### config.mk
export PLATFORM = sky130hd
export DESIGN_NAME = core_wb_stage_p
export DESIGN_NICKNAME = d
export VERILOG_FILES = /design/src/rtl/core_wb_stage_p.sv
export SDC_FILE = /design/constraint.sdc
export NUM_CORES = 1
export LEC_CHECK = 0
export CORE_ASPECT_RATIO = 0.5
export CORE_UTILIZATION = 39
export DETAILED_ROUTE_END_ITERATION = 10
export GPL_ROUTABILITY_DRIVEN = 0
export PLACE_DENSITY = 0.9
export SLEW_MARGIN = 30
export SYNTH_ARGS = -nofsm -noshare
export SYNTH_HDL_FRONTEND = slang
export SYNTH_SLANG_ARGS = --single-unit
### constraint.sdc
create_clock -name clk -period 1.3 [get_ports clk]
set_input_delay 0.26 -clock clk [delete_from_list [all_inputs] [get_ports clk]]
set_output_delay 0.26 -clock clk [all_outputs]
set_load 0.01 [all_outputs]
### src/rtl/core_wb_stage_p.sv
// core_wb_stage_p: writeback stage for the Selen core pipeline.
// Formats the writeback value and tracks outstanding load responses.
// Registers the register-file write port and reports the pending rd.
// Optional load timeout is enabled with the CORE_WB_TIMEOUT_EN macro.
module core_wb_stage_p #(
  parameter int XLEN  = 32,
  parameter int RD_W  = 5,
  parameter int TMO_W = 8,
  localparam int AL_W = $clog2(XLEN/8)
) (
  input  logic            clk,
  input  logic            rst,
  input  logic            wb_valid_in,
  input  logic            wb_mux_alu_mem_in,
  input  logic            wb_we_reg_file_in,
  input  logic [2:0]      wb_sx_op_in,
  input  logic [RD_W-1:0] wb_rd_in,
  input  logic [AL_W-1:0] wb_addr_lo_in,
  input  logic [XLEN-1:0] wb_alu_result_in,
  input  logic [XLEN-1:0] wb_sx_imm_in,
  input  logic [XLEN-1:0] wb_pc_4_in,
  input  logic [XLEN-1:0] wb_mem_data_in,
  input  logic            wb_ack_from_lid_in,
  output logic            wb_we_reg_file_out,
  output logic [RD_W-1:0] wb_rd_out,
  output logic [XLEN-1:0] wb_data_out,
  output logic            wb_stall_out,
  output logic [RD_W-1:0] wb2haz_rd_out,
  output logic            wb2haz_valid_out,
  output logic            wb_tmo_err_out
);

  // Elaboration-time sanity checks on the parameter set.
  if (XLEN != 32 && XLEN != 64) begin : g_bad_xlen
    $error("core_wb_stage_p: XLEN must be 32 or 64");
  end
  if (TMO_W < 2) begin : g_bad_tmo
    $error("core_wb_stage_p: TMO_W must be at least 2");
  end

  typedef enum logic {ST_IDLE, ST_WAIT} state_t;

  state_t          state, state_n;
  logic            is_load;
  logic            rd_nz;
  logic            accept;
  logic            tmo_hit;
  logic [XLEN-1:0] lane;
  logic [XLEN-1:0] fmt;

  assign is_load = wb_valid_in & ~wb_mux_alu_mem_in;
  assign rd_nz   = |wb_rd_in;
  assign accept  = wb_valid_in & (wb_mux_alu_mem_in | wb_ack_from_lid_in);

`ifdef CORE_WB_TIMEOUT_EN
  // Last count value before the timeout fires; the cycle that would bring
  // the count to all-ones drops the load instead.
  localparam logic [TMO_W-1:0] TMO_LAST = {{(TMO_W-1){1'b1}}, 1'b0};

  logic [TMO_W-1:0] tmo_cnt;

  // Count WAIT cycles without a response; held at zero while idle so every
  // entry to WAIT starts from zero.
  always_ff @(posedge clk or posedge rst) begin
    if (rst) begin
      tmo_cnt <= '0;
    end else if (state == ST_IDLE) begin
      tmo_cnt <= '0;
    end else if (!wb_ack_from_lid_in) begin
      tmo_cnt <= tmo_cnt + 1'b1;
    end
  end

  assign tmo_hit = (state == ST_WAIT) & ~wb_ack_from_lid_in & (tmo_cnt == TMO_LAST);
`else
  assign tmo_hit = 1'b0;
`endif

  assign wb_tmo_err_out   = tmo_hit;
  assign wb_stall_out     = is_load & ~wb_ack_from_lid_in & ~tmo_hit & ~rst;
  assign wb2haz_rd_out    = wb_rd_in;
  assign wb2haz_valid_out = wb_valid_in & wb_we_reg_file_in & rd_nz;

  // Pick the source lane: loads are shifted down to their byte offset with
  // zero fill at the top, ALU results are used unshifted.
  always_comb begin
    lane = wb_alu_result_in;
    if (!wb_mux_alu_mem_in) begin
      lane = wb_mem_data_in >> {wb_addr_lo_in, 3'b000};
    end
  end

  // Apply the requested result format to the selected lane.
  always_comb begin
    fmt = lane;
    case (wb_sx_op_in)
      3'd0:    fmt = lane;
      3'd1:    fmt = XLEN'(lane[7:0]);
      3'd2:    fmt = XLEN'(signed'(lane[7:0]));
      3'd3:    fmt = XLEN'(signed'(lane[15:0]));
      3'd4:    fmt = XLEN'(lane[15:0]);
      3'd5:    fmt = wb_sx_imm_in;
      3'd6:    fmt = wb_pc_4_in;
      default: fmt = XLEN'(signed'(lane[31:0]));
    endcase
  end

  // Load-response tracking state register.
  always_ff @(posedge clk or posedge rst) begin
    if (rst) begin
      state <= ST_IDLE;
    end else begin
      state <= state_n;
    end
  end

  // Next state: a load without its response parks in WAIT until the
  // response arrives or the timeout drops it.
  always_comb begin
    state_n = state;
    case (state)
      ST_IDLE: if (is_load && !wb_ack_from_lid_in) state_n = ST_WAIT;
      ST_WAIT: if ((is_load && wb_ack_from_lid_in) || tmo_hit) state_n = ST_IDLE;
      default: state_n = ST_IDLE;
    endcase
  end

  // Register-file write port: capture on accept, otherwise only the write
  // enable drops while index and data keep their last values.
  always_ff @(posedge clk or posedge rst) begin
    if (rst) begin
      wb_we_reg_file_out <= 1'b0;
      wb_rd_out          <= '0;
      wb_data_out        <= '0;
    end else if (accept) begin
      wb_we_reg_file_out <= wb_we_reg_file_in & rd_nz;
      wb_rd_out          <= wb_rd_in;
      wb_data_out        <= fmt;
    end else begin
      wb_we_reg_file_out <= 1'b0;
    end
  end

endmodule

==> metrics <==
status=complete, but fails checks; failing checks=negative setup slack; crit-path max cell delay=approximately 620 ps; PD cells=between 800 and 900 mW/mm2; Worst EP arrival=about 2000 ps; Critical Path Sink Type=flop; max-slew violations=0; I/O pin total=190; fillers=between 200 and 250; via count of the first global-routing pass=4,529; pin count of the biggest net entering global routing=39; initial antenna violation count=2; sequential fraction of design power=approximately a quarter; Port-buffer cells=~190; post-DP HPWL=9990 um; # rows=22; Syn-to-layout area delta=120%; Max Root-Sink Buffers=2; CTS tree=built; core area=about 0.0077 mm2; Clk pwr share=between 20% and 30%; initial drt markers=~740; Main synth FF type=dfrtp_1; TritonRoute pass-1 iters=6; Psw=about 0.0022 W; die area=between 0.008 and 0.009 mm2; final setup violation count=34; Sw Ratio=between 30% and 40%; Post-synth EDFFs=0; drt via density=around 7.2; Syn Nets=~470; RSZ-0062 raised after global routing=true; DRC viols=0; Clock transition at path regs=60 ps; hold_buf cts=0; routed vias=about 5.1k; number of synthesized register bits=38; crit path buf inv count=1; Static Leakage=2.97 nW; global-route wire length before repair=26,900 um; Slew HR=just over 50%; Die Ht=66.2 um; post-route setup slack=-512 ps; antenna viol nets, final=0; Mapped Cells=329; clk_lat worst skew=290 ps; fmax=552 MHz; Final nets=between 700 and 800; DR WL/cell=around 33 um; share of layout cells above drive strength 1=43.0%; worst-margin pin slew=approximately 740 ps; cts bufs inserted=5; Yosys cell types=47; Hold Path Class=input pin to asynchronous set/reset pin; Syn Area/Cell=9.78 um2; Post-Syn Area=0.00322 mm2; clock sink count=38; Final period util=139%; Setup TNS=-4900 ps; # H-tree levels=2; final setup skew=0 ps; fin area=between 0.007 and 0.008 mm2; grt ovf=0; final hold vios=0; final wirelength=23,100 um; Comb power frac=between 40% and 50%; VDD IR max=about 0.60 mV; clk root buf=clkbuf_16; register area share after synthesis=just under 30%; CP max-delay cell=a222oi_1; Total GRT Usage=between 40% and 50%; crit-path max FO=1; die width=around 130 um; crit path kind=input pin to flop; Yosys warning count=0; post-layout min period=approximately 1800 ps; asr flop ratio synth=between 90% and 100%; Max Cap Violations=0; CP required=approximately 1400 ps; Starting Density=between 40 and 50%; Placed Area=around 0.0056 mm2; CP top delay family=compound AO/OA/AOI/OAI gates; P_int=~0.004 W; crit start category=input pin; CP Cell Sequence=clkdlybuf4s50_1 > a22o_1 > a222oi_1 > o21ai_1
## routing by layer
| metal | vias up | GRT usage (%) | part of all wire [%] | wire length, um |
|---|---|---|---|---|
| li1 | 1805 | - | - | - |
| met1 | 2437 | 51.2 | 34 | 7830 |
| met2 | 580 | 69.1 | 42 | 9690 |
| met3 | 242 | 14.2 | 15 | 3370 |
| met4 | 0 | 26.7 | 9.6 | 2230 |
| met5 | - | 0 | 0 | 0 |
## area by class of cell
cell class,instances,area [um2],share of cell area [%]
Clock inverter,2,60.1,0.848
Sequential cell,38,951,13.4
Multi-Input combinational cell,248,2730,38.6
Inverter,3,11.3,0.159
Timing Repair Buffer,294,3050,43.0
Clock buffer,6,139,1.96
Antenna cell,4,10.0,0.141
Tap cell,108,135,1.91
## worst min-delay path, delay by kind of cell
kind     cells  cell delay, ps
buf+inv      3             620
## cells in the final DEF, fill, tap and decap left out, types with 6 or more instances in the layout
cell type and instances:
a21oi_2 11, nor2_2 6, clkdlybuf4s50_1 99, mux2_4 7
a22o_1 8, a31oi_4 21, buf_12 15, buf_2 9
dfrtp_1 38, clkbuf_16 6, buf_6 19, mux4_2 7
nand2_2 9, dlygate4sd2_1 70, nor2_1 30, a221oi_2 11
a31o_1 13, mux2i_1 12, a221oi_1 8, buf_8 6
buf_4 62, nand2_1 25
## kinds of logic after synthesis
| logic type | after synthesis | synth area share (%) |
|---|---|---|
| AO/OA/AOI/OAI | 121 | 33.8 |
| AND/OR/NAND/NOR | 95 | 15.3 |
| buffers and inverters | 43 | 8.51 |
| flip-flops | 38 | 29.5 |
| multiplexers | 31 | 12.8 |
| other | 1 | 0.117 |
## final timing paths
check | from | endpoint | slack (ps) | cells after the start
worst max-delay path | wb_sx_imm_in[15] | wb_data_out[15] | -510 | 4
worst min-delay path | rst | wb_we_reg_file_out | 210 | 3
worst max register to register | wb_data_out[16] | wb_data_out[16] | 160 | 3
worst min register to register | wb_rd_out[0] | wb_rd_out[0] | 470 | 2
max in group asynchronous | rst | wb_data_out[30] | 880 | 3
min in group clk | wb_rd_in[2] | wb_rd_out[2] | 270 | 4
## metrics by stage
step                total power (W)  hold slack, ps  std cells  setup slack, ps  utilization, %
finish                      0.00619             212        703             -512            92.6
global route                0.00631             228        700             -731            92.5
CTS                         0.00548             194        686             -194            85.9
detailed placement          0.00360             462        659             -851            73.8
global placement            0.00353             456        659             -840            73.8
floorplan                   0.00239             365        329             -179               -
## power by group through the flow
stage	clock network [W]	logic, W	registers (W)
after floorplan	0	0.000818	0.00157
after global placement	0	0.00205	0.00148
after detailed placement	0	0.00211	0.00149
after CTS	0.00166	0.00235	0.00147
after global routing	0.00180	0.00299	0.00152
final	0.00175	0.00293	0.00152
## synthesized netlist by cell type, types with 2 or more instances
master | number | area [um2]
buf_6 | 8 | 90.1
nand2_1 | 35 | 131
a21oi_1 | 16 | 80.1
nand2b_1 | 2 | 12.5
nor4b_2 | 8 | 120
o211ai_1 | 2 | 15.0
a22o_1 | 8 | 70.1
o21ai_1 | 2 | 10.0
a31oi_1 | 13 | 81.3
a221oi_2 | 9 | 135
a2bb2oi_1 | 8 | 70.1
o221ai_1 | 6 | 52.6
a31oi_2 | 10 | 125
or3_1 | 2 | 12.5
and2_1 | 2 | 12.5
a221oi_1 | 15 | 131
inv_1 | 3 | 11.3
o21ai_2 | 2 | 17.5
a21o_1 | 5 | 37.5
clkbuf_1 | 9 | 33.8
o211ai_4 | 2 | 42.5
buf_2 | 12 | 60.1
buf_4 | 10 | 75.1
mux2i_1 | 16 | 160
mux4_2 | 7 | 158
o21a_1 | 2 | 15.0
a31o_1 | 15 | 131
dfrtp_1 | 38 | 951
nor2_1 | 37 | 139
mux2_2 | 7 | 78.8
nor2b_1 | 2 | 12.5
## flip-flops by register name, indices dropped and copies added (netlist names)
signal	count
wb_we_reg_file_out	1
wb_data_out	32
wb_rd_out	5
## timing repair
action | CTS | global route
setup endpoints to repair | 83 | 38
pin swaps | 31 | 21
cloned | 8 | 1
gates resized for setup | 231 | 64
buffers inserted | 11 | 12
Power figures use the tool's default switching activity.
